==> src/rtl/spi_frame_shifter.sv <==
// SPI mode-0 frame engine: shifts DATA_W bits MSB-first on the external bit clock and frames them with cs_n_o.
// Start-to-done latency follows sclk_i edges. Starts are accepted only when idle; frames cannot be stalled once running.
`timescale 1ns/1ps
module spi_frame_shifter #(
   parameter int DATA_W = 16,
   parameter int CS_GAP = 2
) (
   input  logic              clk_i,
   input  logic              rst,
   input  logic              start_i,
   input  logic [DATA_W-1:0] data_i,
   input  logic              sclk_i,
   output logic              gen_en_o,
   output logic              sclk_o,
   output logic              cs_n_o,
   output logic              mosi_o,
   input  logic              miso_i,
   output logic [DATA_W-1:0] rx_data_o,
   output logic              busy_o,
   output logic              done_o
);

   localparam int BW = $clog2(DATA_W + 1);
   localparam int GW = $clog2(CS_GAP + 1);
   localparam logic [BW-1:0] BIT_LAST = BW'(DATA_W);
   localparam logic [GW-1:0] GAP_LAST = GW'(CS_GAP - 1);

   localparam logic [1:0] ST_IDLE  = 2'd0;
   localparam logic [1:0] ST_SHIFT = 2'd1;
   localparam logic [1:0] ST_GAP   = 2'd2;

   logic [1:0]        state;
   logic              sclk_d;
   logic [DATA_W-1:0] tx_sr;
   logic [DATA_W-1:0] rx_sr;
   logic [BW-1:0]     bit_cnt;
   logic [GW-1:0]     gap_cnt;
   logic              sclk_rise;
   logic              sclk_fall;

   assign sclk_rise = sclk_i & ~sclk_d;
   assign sclk_fall = ~sclk_i & sclk_d;
   assign sclk_o    = sclk_i & (state == ST_SHIFT);
   assign mosi_o    = tx_sr[DATA_W-1];
   assign busy_o    = (state != ST_IDLE);

   always_ff @(posedge clk_i or posedge rst) begin
      if (rst) begin
         state     <= ST_IDLE;
         sclk_d    <= 1'b0;
         tx_sr     <= '0;
         rx_sr     <= '0;
         bit_cnt   <= '0;
         gap_cnt   <= '0;
         cs_n_o    <= 1'b1;
         gen_en_o  <= 1'b0;
         rx_data_o <= '0;
         done_o    <= 1'b0;
      end else begin
         sclk_d <= sclk_i;
         done_o <= 1'b0;
         case (state)
            ST_IDLE: begin
               if (start_i) begin
                  tx_sr    <= data_i;
                  bit_cnt  <= '0;
                  cs_n_o   <= 1'b0;
                  gen_en_o <= 1'b1;
                  state    <= ST_SHIFT;
               end
            end
            ST_SHIFT: begin
               if (sclk_rise && (bit_cnt < BIT_LAST)) begin
                  rx_sr   <= {rx_sr[DATA_W-2:0], miso_i};
                  bit_cnt <= bit_cnt + 1'b1;
               end else if (sclk_fall && (bit_cnt == BIT_LAST)) begin
                  rx_data_o <= rx_sr;
                  done_o    <= 1'b1;
                  gen_en_o  <= 1'b0;
                  cs_n_o    <= 1'b1;
                  tx_sr     <= '0;
                  gap_cnt   <= '0;
                  state     <= ST_GAP;
               end else if (sclk_fall && (bit_cnt != '0)) begin
                  // a fall before the first rise is the tail of a clock that was already high
                  tx_sr <= {tx_sr[DATA_W-2:0], 1'b0};
               end
            end
            ST_GAP: begin
               if (gap_cnt == GAP_LAST) begin
                  state <= ST_IDLE;
               end else begin
                  gap_cnt <= gap_cnt + 1'b1;
               end
            end
            default: begin
               state    <= ST_IDLE;
               cs_n_o   <= 1'b1;
               gen_en_o <= 1'b0;
            end
         endcase
      end
   end

endmodule

==> config.mk <==
export PLATFORM = sky130hd
export DESIGN_NAME = spi_frame_shifter
export DESIGN_NICKNAME = d
export VERILOG_FILES = /design/src/rtl/spi_frame_shifter.sv
export SDC_FILE = /design/constraint.sdc
export NUM_CORES = 1
export LEC_CHECK = 0
export CAP_MARGIN = 20
export CORE_MARGIN = 2
export CORE_UTILIZATION = 53
export DETAILED_ROUTE_END_ITERATION = 12
export GPL_TIMING_DRIVEN = 1
export PLACE_DENSITY_LB_ADDON = 0.1
export REMOVE_ABC_BUFFERS = 1
export SYNTH_ARGS = -nofsm -noshare
export SYNTH_HDL_FRONTEND = slang
export SYNTH_SLANG_ARGS = --single-unit
==> constraint.sdc <==
create_clock -name clk_i -period 2.1 [get_ports clk_i]
set_clock_uncertainty 0.15 [all_clocks]
set_input_delay 0.315 -clock clk_i [delete_from_list [all_inputs] [get_ports clk_i]]
set_output_delay 0.315 -clock clk_i [all_outputs]
set_load 0.01 [all_outputs]
==> out/metrics.cfg <==
[clock_network]
clock_sinks = 61
cts_tree = done
postCtsHoldBufs = 0
clk_transition_reported_paths_ns = 0.07
clockBufferDepth = 2
numCtsBuffers = 9
insertion_delay_ns = 0.34
root_buffer = clkbuf_8
h-tree-depth = 3

[floorplan]
chipHeight_um = 74.6
start_util_pct = 55.6
core_um2 = 4750
floorplan.rows = 25
boundaryPins = 43
dieArea_um2 = 5570
die_w_um = 74.6

[timing]
clock.fmax_mhz = 507
fin_ws_ns = 0.127
hold_viol = 0
period_needed_ns = 1.97
finalCritPeriodShare_pct = 94.0
rsz0062_at_grt = false
relSlewSlack_pct = 66.0
finalSetupViolations = 0
worst_pin_slew_ns = 0.509
slew_viol_final = 0
setup_tns_ns = 0

[power_and_ir_drop]
power.leakage_uw = 0.00160
sequentialPowerShare_pct = 46.7
power_density_nw_per_um2 = 1020
swShare_pct = 26.4
p_int_uw = 2580
clkPwrFrac_pct = 33.7
pwr-share-comb_pct = 19.6
switchingPower_uw = 924
vdd_drop_max_mv = 0.762

[placed_design]
placed_cell_area_um2 = 3190
numPortBuffers = 42
dp_hpwl_um = 3210
post-place-ws_ns = 0.108
dp_cells = 325
place_congestion = 0.749

[grt]
grt_pass1_wl_um = 7880
grt_usage_pct = 19.1
grt_max_degree = 32
antenna_found_initial = 0
grt_pass1_vias = 1726
grt-ovfl-total = 0

[synthesis]
synth_cell_types = 35
ys_ff_latch = 61
synthAdderAreaFrac_pct = 1.42
netlist_instances = 216
synthSimpleGateAreaFrac_pct = 10.5
synth-compound-area-share_pct = 11.3
synth_top_family_by_area = multiplexers
avgSynthCellArea_um2 = 12.2
syn_area_um2 = 2650
yosysSeqAreaShare_pct = 57.8
yosysTopAreaCellShare_pct = 56.8
synth_area_leaders = dfrtp_1, mux2_2, a2bb2oi_1, nand2_1, o21ai_0
synth_mux_area_share_pct = 14.0
yosysTopAreaCell = dfrtp_1
yosysWarnings = 0
synthXorXnorAreaFrac_pct = 0.662

[setup_path]
r2r_start = bit_cnt[0]$_DFFE_PP0P_
reg2reg_depth = 6
reg2reg_setup_slack_ns = 0.13
crit_required_ns = 2.17
critPathMaxFanout = 10
critPathLaunch = bit_cnt[0]$_DFFE_PP0P_
critPathKind = register to register
worstReg2RegEnd = rx_data_o[11]$_DFFE_PP0P_
start_kind = register
cp-end-kind = register
crit_end = rx_data_o[11]$_DFFE_PP0P_
arrival_ns = 2.04

[route]
drtIter0Drc = 78
totalWireLength_um = 4750
wl_per_cell_um = 13.9
post-route-drc-count = 0
post_drt_via_cell_ratio = 5.27
ant_nets = 0
dr.pass1.iters = 4
num_vias = 1803

[run_status]
status = finished, final reports clean

[layout]
diodes = 0
nFillCells = 355
stdcell_area_um2 = 3420
area_delta_synth_final_pct = 29.3
fin_util_pct = 71.9
drive_gt1_share_pct = 24.4
final_cells = 342
nets = 294

[hold_path]
hold_class = primary input to asynchronous set/reset pin

[run]
drv_cap = 0

[what timing repair did]
item,in CTS,in global routing
buffers inserted,1,0
gates resized for setup,3,0
endpoints found under the setup margin,1,0
[cell usage after synthesis]
library cell / instances
a31oi_4: 1
o22ai_1: 1
nand2b_1: 3
ha_1: 3
a22o_1: 1
inv_1: 7
nand4_1: 2
buf_2: 4
a21o_1: 1
and2b_1: 1
o21ai_0: 18
nand2_1: 32
nand3_4: 1
or4b_4: 1
and3_1: 2
a2bb2oi_1: 15
dfstp_2: 1
mux2_2: 32
nor2_1: 4
o21a_1: 1
nor3b_1: 2
nor2b_1: 1
o21ai_1: 2
or3_1: 1
a21oi_1: 3
buf_6: 4
and2_1: 1
buf_4: 3
xor2_1: 2
dfrtp_1: 60
and4_1: 1
clkbuf_1: 1
mux2i_1: 1
or2_2: 1
nand3_1: 2
[power groups by stage]
| stage | Combinational, uW | Clock (uW) | Sequential [uW] |
|---|---|---|---|
| finish | 687 | 1180 | 1630 |
| global route | 784 | 1250 | 1670 |
| CTS | 699 | 1200 | 1640 |
| detailed placement | 691 | 0 | 1660 |
| global placement | 667 | 0 | 1650 |
| floorplan | 495 | 0 | 1610 |
[cell type report]
cell class | count | area (um^2) | share of cell area, %
clock inverters | 3 | 67.6 | 1.98
repair buffers | 55 | 554 | 16.2
inverters | 7 | 26.3 | 0.768
multi-input cells | 136 | 1000 | 29.3
flip-flops and latches | 61 | 1530 | 44.7
well taps | 67 | 83.8 | 2.45
clock buffers | 13 | 159 | 4.65
[critical path, cell delays in order, from the launching register on]
cell	delay, ns
dfrtp_1	0.42
inv_1	0.07
ha_1	0.15
nor3b_1	0.25
and4_1	0.27
buf_4	0.19
mux2_2	0.35
[per-stage QoR]
| step | hold WS (ns) | total power (uW) |
|---|---|---|
| 2_1_floorplan | 0.196 | 2100 |
| 3_3_place_gp | 0.315 | 2310 |
| 3_5_place_dp | 0.325 | 2350 |
| 4_1_cts | 0.0627 | 3530 |
| 5_1_grt | 0.0795 | 3710 |
| 6_report | 0.0669 | 3500 |
[registers in the layout, indices dropped and copies added, names as in the netlist]
name and flops:
done_o 1, tx_sr 16, rx_data_o 16, gen_en_o 1, rx_sr 16, cs_n_o 1
state 2, bit_cnt 5, gap_cnt 2, sclk_d 1
[cell usage in the layout (no fill, tap or decap), types with 2 or more instances in the layout]
cell              n
dfrtp_1          59
clkdlybuf4s50_1  41
mux2_2           32
nand2_1          32
o21ai_0          18
a2bb2oi_1        15
clkbuf_8         11
buf_4            10
inv_1             6
nor2_1            4
nand2b_1          3
a21oi_1           3
ha_1              3
buf_12            3
nand3_1           2
nor3b_1           2
nand4_1           2
xor2_1            2
and3_1            2
o21ai_1           2
bufinv_16         2
clkbuf_1          2
[routing by layer]
layer  vias up  part of all wire, %  GRT usage (%)
li1        870                    -              -
met5         -                    0              0
met4         0                 0.86           7.14
met2        36                   49           29.7
met3         5                  4.7           6.29
met1       892                   46           25.3
[logic make-up after synthesis]
group                      after synthesis
muxes                                   33
adders and majority gates                3
xor gates and xnor gates                 2
buffers and inverters                   19
DFF                                     61
and+or+nand+nor                         55
AOI/OAI and AO/OA                       43
[how the worst min path moves through the flow]
stage | start | end | slack, ns | depth (start not counted)
2_1_floorplan | sclk_i | sclk_d$_DFF_PP0_ | 0.20 | 0
3_3_place_gp | tx_sr[14]$_DFFE_PP0P_ | tx_sr[14]$_DFFE_PP0P_ | 0.32 | 2
6_report | rst | rx_data_o[0]$_DFFE_PP0P_ | 0.07 | 2
4_1_cts | rst | tx_sr[9]$_DFFE_PP0P_ | 0.06 | 2
5_1_grt | rst | tx_sr[9]$_DFFE_PP0P_ | 0.08 | 2
3_5_place_dp | tx_sr[5]$_DFFE_PP0P_ | tx_sr[5]$_DFFE_PP0P_ | 0.33 | 2
No activity file was read; power rests on OpenSTA's default activity.
